==> config.mk <==
export PLATFORM = sky130hd
export DESIGN_NAME = uart_burst_sender_flat
export DESIGN_NICKNAME = d
export VERILOG_FILES = /design/src/rtl/uart_burst_sender_pkg.sv /design/src/rtl/uart_burst_sender_if.sv /design/src/rtl/uart_burst_sender_sync_edge_detect.sv /design/src/rtl/uart_burst_sender.sv /design/src/flat_wrapper.sv
export SDC_FILE = /design/constraint.sdc
export NUM_CORES = 1
export LEC_CHECK = 0
export CORE_ASPECT_RATIO = 1.4
export CORE_MARGIN = 10
export CORE_UTILIZATION = 49
export DETAILED_ROUTE_END_ITERATION = 7
export DONT_BUFFER_PORTS = 1
export GPL_ROUTABILITY_DRIVEN = 0
export GPL_TIMING_DRIVEN = 0
export SYNTH_ARGS = -nofsm -noshare
export SYNTH_HDL_FRONTEND = slang
export SYNTH_SLANG_ARGS = --single-unit
==> constraint.sdc <==
create_clock -name w_clk -period 2.8 [get_ports w_clk]
set_clock_uncertainty 0.15 [all_clocks]
set_input_delay 0.56 -clock w_clk [delete_from_list [all_inputs] [get_ports w_clk]]
set_output_delay 0.56 -clock w_clk [all_outputs]
set_load 0.01 [all_outputs]
==> src/rtl/uart_burst_sender_pkg.sv <==
// Shared types and constants for the UART burst sender and related
// UART front-end blocks.
package uart_burst_sender_pkg;

  typedef enum logic [2:0] {
    ST_IDLE,
    ST_REQ,
    ST_WAIT_ACK,
    ST_WAIT_DONE,
    ST_GAP,
    ST_HOLD
  } state_t;

  typedef enum logic [1:0] {
    BAUD_9600,
    BAUD_19200,
    BAUD_57600,
    BAUD_115200
  } baud_sel_t;

  localparam int unsigned DEF_HOLDOFF_CYC = 25_000_000;

  function automatic int cnt_w(input int n);
    return (n < 2) ? 1 : $clog2(n);
  endfunction

endpackage

==> src/rtl/uart_burst_sender_if.sv <==
// req/busy handshake between a byte sequencer and the UART TX core.
interface uart_burst_sender_if;

  logic       tx_req;
  logic [7:0] tx_data;
  logic       tx_busy;

  modport master (
    output tx_req,
    output tx_data,
    input  tx_busy
  );

  modport slave (
    input  tx_req,
    input  tx_data,
    output tx_busy
  );

endinterface

==> src/rtl/uart_burst_sender_sync_edge_detect.sv <==
// Two-flop synchroniser for an asynchronous button level, plus a
// one-cycle rising-edge pulse.
module sync_edge_detect (
  input  logic w_clk,
  input  logic w_resetn,
  input  logic din,
  output logic level,
  output logic rise
);

  logic s1;
  logic s2;
  logic s2_d;

  always_ff @(posedge w_clk) begin
    if (!w_resetn) begin
      s1   <= 1'b0;
      s2   <= 1'b0;
      s2_d <= 1'b0;
    end else begin
      s1   <= din;
      s2   <= s1;
      s2_d <= s2;
    end
  end

  assign level = s2;
  assign rise  = s2 & ~s2_d;

endmodule

==> src/rtl/uart_burst_sender.sv <==
// Burst sequencer: latches an NBYTES payload on a start edge and feeds
// it byte by byte to the UART TX core, with gap, ack timeout and holdoff.
module uart_burst_sender
  import uart_burst_sender_pkg::*;
#(
  parameter int NBYTES      = 4,
  parameter int GAP_CYC     = 0,
  parameter int ACK_TIMEOUT = 16,
  parameter int HOLDOFF_CYC = DEF_HOLDOFF_CYC
) (
  input  logic                      w_clk,
  input  logic                      w_resetn,
  input  logic                      start,
  input  logic                      repeat_en,
  input  logic [NBYTES*8-1:0]       payload,
  uart_burst_sender_if.master       tx,
  output logic                      busy,
  output logic                      done,
  output logic                      err_timeout,
  output logic [$clog2(NBYTES):0]   byte_idx
);

  localparam int IW = $clog2(NBYTES) + 1;
  localparam int M1 = (ACK_TIMEOUT > GAP_CYC) ? ACK_TIMEOUT : GAP_CYC;
  localparam int MX = (M1 > HOLDOFF_CYC) ? M1 : HOLDOFF_CYC;
  localparam int CW = cnt_w(MX);

  localparam logic [CW-1:0] ACK_LAST  = CW'(ACK_TIMEOUT - 1);
  localparam logic [CW-1:0] GAP_LAST  = CW'(GAP_CYC - 1);
  localparam logic [CW-1:0] HOLD_LAST = CW'(HOLDOFF_CYC - 1);
  localparam logic [IW-1:0] IDX_LAST  = IW'(NBYTES - 1);
  localparam bit            HAS_GAP   = (GAP_CYC > 0);

  logic start_lvl;
  logic start_rise;

  sync_edge_detect u_sync (
    .w_clk    (w_clk),
    .w_resetn (w_resetn),
    .din      (start),
    .level    (start_lvl),
    .rise     (start_rise)
  );

  state_t              state, state_n;
  logic [NBYTES*8-1:0] shadow, shadow_n;
  logic [NBYTES*8-1:0] shifted;
  logic [IW-1:0]       idx_n;
  logic [CW-1:0]       cnt, cnt_n;
  logic                req_n;
  logic [7:0]          data_n;
  logic                busy_n;
  logic                done_n;
  logic                err_n;
  logic                go;

  assign shifted = shadow >> {byte_idx, 3'b000};

  always_ff @(posedge w_clk) begin
    if (!w_resetn) begin
      state       <= ST_IDLE;
      shadow      <= '0;
      byte_idx    <= '0;
      cnt         <= '0;
      tx.tx_req   <= 1'b0;
      tx.tx_data  <= '0;
      busy        <= 1'b0;
      done        <= 1'b0;
      err_timeout <= 1'b0;
    end else begin
      state       <= state_n;
      shadow      <= shadow_n;
      byte_idx    <= idx_n;
      cnt         <= cnt_n;
      tx.tx_req   <= req_n;
      tx.tx_data  <= data_n;
      busy        <= busy_n;
      done        <= done_n;
      err_timeout <= err_n;
    end
  end

  always_comb begin
    state_n  = state;
    shadow_n = shadow;
    idx_n    = byte_idx;
    cnt_n    = cnt;
    req_n    = 1'b0;
    data_n   = tx.tx_data;
    busy_n   = busy;
    done_n   = 1'b0;
    err_n    = err_timeout;
    go       = 1'b0;

    unique case (state)
      ST_IDLE: begin
        go = start_rise;
      end
      ST_REQ: begin
        req_n   = 1'b1;
        data_n  = shifted[7:0];
        cnt_n   = '0;
        state_n = ST_WAIT_ACK;
      end
      ST_WAIT_ACK: begin
        if (tx.tx_busy) begin
          state_n = ST_WAIT_DONE;
        end else if (cnt == ACK_LAST) begin
          err_n   = 1'b1;
          busy_n  = 1'b0;
          cnt_n   = '0;
          state_n = ST_HOLD;
        end else begin
          cnt_n = cnt + 1'b1;
        end
      end
      ST_WAIT_DONE: begin
        if (!tx.tx_busy) begin
          cnt_n = '0;
          if (byte_idx == IDX_LAST) begin
            done_n  = 1'b1;
            busy_n  = 1'b0;
            state_n = ST_HOLD;
          end else begin
            idx_n   = byte_idx + 1'b1;
            state_n = HAS_GAP ? ST_GAP : ST_REQ;
          end
        end
      end
      ST_GAP: begin
        if (cnt == GAP_LAST) begin
          state_n = ST_REQ;
        end else begin
          cnt_n = cnt + 1'b1;
        end
      end
      ST_HOLD: begin
        // Edges seen here are dropped; only a held start can relaunch.
        if (cnt == HOLD_LAST) begin
          cnt_n   = '0;
          state_n = ST_IDLE;
          go      = repeat_en & start_lvl;
        end else begin
          cnt_n = cnt + 1'b1;
        end
      end
      default: begin
        state_n = ST_IDLE;
      end
    endcase

    if (go) begin
      shadow_n = payload;
      idx_n    = '0;
      err_n    = 1'b0;
      busy_n   = 1'b1;
      state_n  = ST_REQ;
    end
  end

endmodule

==> src/flat_wrapper.sv <==
// flat-port wrapper written by rule: the top's interface ports become plain ports
module uart_burst_sender_flat import uart_burst_sender_pkg::*;
#(
  parameter int NBYTES      = 4,
  parameter int GAP_CYC     = 0,
  parameter int ACK_TIMEOUT = 16,
  parameter int HOLDOFF_CYC = DEF_HOLDOFF_CYC
)
  (w_clk, w_resetn, start, repeat_en, payload, busy, done, err_timeout, byte_idx, tx_tx_req, tx_tx_data, tx_tx_busy);
  uart_burst_sender_if tx_i ();
  input  logic w_clk;
  input  logic w_resetn;
  input  logic start;
  input  logic repeat_en;
  input  logic [NBYTES*8-1:0] payload;
  output logic busy;
  output logic done;
  output logic err_timeout;
  output logic [$clog2(NBYTES):0] byte_idx;
  output wire logic [$bits(tx_i.tx_req)-1:0] tx_tx_req;
  output wire logic [$bits(tx_i.tx_data)-1:0] tx_tx_data;
  input wire logic [$bits(tx_i.tx_busy)-1:0] tx_tx_busy;
  assign tx_tx_req = tx_i.tx_req;
  assign tx_tx_data = tx_i.tx_data;
  assign tx_i.tx_busy = tx_tx_busy;
  uart_burst_sender #(.NBYTES(NBYTES), .GAP_CYC(GAP_CYC), .ACK_TIMEOUT(ACK_TIMEOUT), .HOLDOFF_CYC(HOLDOFF_CYC)) u_core (.w_clk(w_clk), .w_resetn(w_resetn), .start(start), .repeat_en(repeat_en), .payload(payload), .tx(tx_i), .busy(busy), .done(done), .err_timeout(err_timeout), .byte_idx(byte_idx));
endmodule
==> metrics.md <==
| Metric | Value |
|---|---|
| EDFF count, synth | 0 |
| Minimum clock period | around 2.6 ns |
| Die ar. | about 12000 sq um |
| Detail Placement HPWL | 7.98 mm |
| Routed WL | between 10 and 15 mm |
| Synth cell types | 57 |
| Max clock buf depth | 2 |
| Post-route DRC | 0 |
| Fmax achieved | 377 MHz |
| Sequential share of the synthesized area | 41.8% |
| Diode count | 0 |
| Sequential cell area | roughly 1600 sq um |
| First-pass GRT wire length | 17.3 mm |
| MaxCap Viol Count | 0 |
| Mapped Cells | about 440 |
| Crit end category | flip-flop |
| Area grow syn2layout | 8.81% |
| Largest family of logic cells by synthesized area | simple AND/OR/NAND/NOR gates |
| Chip height | 123 um |
| Status | completed |
| Hold/Removal Path Class | input port to flip-flop |
| Layout Utilization | between 50% and 60% |
| Worst path arrival time | about 2.7 ns |
| Synth Area in Compound Gates | 19.0% |
| Post-Synth Simple-Gate Area | roughly 28% |
| Slew HR | 33.6% |
| Top_reg_cell synth | dfxtp_1 |
| Initial core utilization | 50.4% |
| CTS H-tree depth | 3 |
| # setup viols final | 0 |
| WL/cell | 19.6 um |
| Clock Latency Late Sink | 0.37 ns |
| Final Non-Filler Cells | 553 |
| Num CTS Buffers | 9 |
| Mean post-synth cell area | 8.51 sq um |
| CTS sink count | 78 |
| Share of layout cells above drive strength 1 | 10.3% |
| Gr usage total | 19.2% |
| Post-synthesis mux area share | slightly above 5% |
| Post-route ant nets | 0 |
| Syn. warnings | 0 |
| Cell Rows | 37 |
| Critical path type | flip-flop to flip-flop |
| CP max FO | 10 |
| PwrDens | 517 nW/um^2 |
| Reg clk slew, reported paths | 0.09 ns |
| Worst endpoint required time | ~2.9 ns |
| Fillers | 716 |
| Root Driver | clkbuf_8 |
| Pre-antenna DRT Iters | 5 |
| Largest net degree at the start of global routing | 13 |
| Initial drt markers | 230 |
| Worst-margin pin slew | 0.987 ns |
| Final worst-path cycle share | 94.6% |
| Routed vias/inst | 6.11 |
| Vias in the first global route | around 3400 |
| Total negative slack | 0 ns |
| Hold Vio Cnt, Final | 0 |
| Worst Setup SP | u_core.cnt[0] |
| Via Count | 3379 |
| HP Start | payload[6] |
| CP Launch Type | flip-flop |
| Initial antenna violation count | 0 |
| Final Power | 2.10 mW |
| Asr flop ratio synth | 0% |
| Port buffer count | 0 |
| Worst vdd ir | 0.333 mV |
| Syn_nets | 479 |
| Placed instance count | 536 |
| Xor/xnor share of the synthesized area | less than 1% |
| Ports | 52 |
| Fin Hold WS | around 0.16 ns |
| Syn Std Cell Area | roughly 3700 sq um |
| Layout net count | 491 |
| Synth Register Bits | 78 |
| CTS tree | done |
| Count of pins over their slew limit | 0 |
| Reg2Reg Launch Point | u_core.cnt[0] |
| Grt ovf | 0 |
| Die Width | 93.8 um |
| Area of the multi-input gates | just over 2000 sq um |
| LEAKAGE | 1.36 nW |
| Floorplan core area | about 7400 sq um |
| Adder-cell share of the synthesized area | 1.01% |
==> cells in the final DEF, fill, tap and decap left out, drive strengths merged, types with 3 or more instances in the layout <==
cell     synthesis  layout
nand3           56      56
nor3             3       3
buf             15      16
a31oi            5       5
o311ai           8       8
nand4           12      12
mux4             8       8
nand2           68      68
nor2b            3       3
and2            10      10
clkbuf          18      31
inv              3       3
o21ai           39      39
a22oi           12      12
and3            10      10
ha               3       3
a41oi            3       3
a2bb2oi          3       3
dfxtp           78      78
nor4             7       7
nor2            27      27
o211ai           4       4
a21oi            6       6
o31ai            6       6
and4             3       3
==> registers in the layout, indices dropped and copies added (netlist names) <==
name and flops:
u_core.done 1, u_core.u_sync.s1 1, u_core.busy 1, u_core.tx.tx_req 1
u_core.u_sync.s2_d 1, u_core.tx.tx_data 8, u_core.byte_idx 3, u_core.state 3
u_core.u_sync.level 1, u_core.shadow 32, u_core.cnt 25, u_core.err_timeout 1
==> per-stage QoR <==
step / instance area [sq um] / setup slack, ns
2_1_floorplan: 3730 / 0.528
3_3_place_gp: 3860 / 0.0848
3_5_place_dp: 3860 / 0.0806
4_1_cts: 4040 / 0.0359
5_1_grt: 4060 / -0.00796
6_report: 4060 / 0.150
==> metal layers <==
metal / global-route usage, % / wire length [um] / vias to the layer above
met3: 5.40 / 702 / 28
met5: 0 / 0 / -
met1: 20.3 / 4170 / 1585
met2: 33.7 / 5580 / 110
met4: 10.3 / 410 / 0
li1: - / - / 1656
==> power breakdown <==
group	total [mW]	internal, mW	switching [mW]
combinational	0.140	0.0418	0.0980
sequential	1.14	1.13	0.0138
clock	0.816	0.392	0.424
total	2.10	1.56	0.536
==> cell type report <==
type / instances / share of cell area (%)
Buffer: 33 / 3.79
Clock buffer: 13 / 4.16
Clock inverter: 3 / 0.431
Inverter: 3 / 0.277
Multi-Input combinational cell: 325 / 49.8
Sequential cell: 78 / 38.4
Tap cell: 97 / 2.99
Timing Repair Buffer: 1 / 0.185
==> path summary, 6_finish.rpt <==
path / end / slack, ns / cells after the start
worst min-delay path: u_core.shadow[6] / 0.16 / 2
worst max-delay path: u_core.shadow[12] / 0.15 / 9
worst max register to register: u_core.shadow[12] / 0.15 / 9
worst min register to register: u_core.u_sync.level / 0.30 / 1
==> kinds of logic (layout without fill, tap and decap cells) <==
logic type,Yosys count,after routing
xor+xnor,1,1
mux,9,9
buf+inv,36,53
compound gates,99,99
flops,78,78
simple gates,213,213
fa+ha+maj,3,3
==> timing repair <==
item / in CTS / in global routing
hold buffers: 0 / 0
resized for setup: 0 / 2
setup endpoints to repair: 0 / 27
setup buffers: 0 / 1
==> critical path, stage by stage, from the launching register on <==
cell	delay, ns
dfxtp_1	0.42
ha_1	0.23
nand3_2	0.18
or4b_4	0.56
nor3_1	0.20
o21ai_1	0.15
buf_2	0.22
buf_2	0.21
nand3_1	0.11
o21ai_1	0.08
==> Yosys cell counts (3+ instances only) <==
| cell | instances | area, sq um |
|---|---|---|
| nor2b_1 | 3 | 18.8 |
| clkbuf_1 | 18 | 67.6 |
| nand4_1 | 12 | 75.1 |
| o21ai_1 | 33 | 165 |
| a22oi_1 | 12 | 90.1 |
| nor3_1 | 3 | 15.0 |
| and3_1 | 10 | 62.6 |
| a2bb2oi_1 | 3 | 26.3 |
| o31ai_1 | 6 | 45.0 |
| mux4_2 | 8 | 180 |
| dfxtp_1 | 78 | 1560 |
| ha_1 | 3 | 37.5 |
| buf_1 | 3 | 11.3 |
| and2_1 | 10 | 62.6 |
| and4_1 | 3 | 26.3 |
| o211ai_1 | 4 | 30.0 |
| nor2_1 | 27 | 101 |
| nor4_1 | 6 | 37.5 |
| inv_1 | 3 | 11.3 |
| o21ai_0 | 5 | 25.0 |
| a21oi_1 | 6 | 30.0 |
| nand2_1 | 68 | 255 |
| buf_2 | 9 | 45.0 |
| o311ai_1 | 7 | 61.3 |
| nand3_1 | 55 | 275 |
| a31oi_1 | 5 | 31.3 |
(Power assumes the default switching activity.)
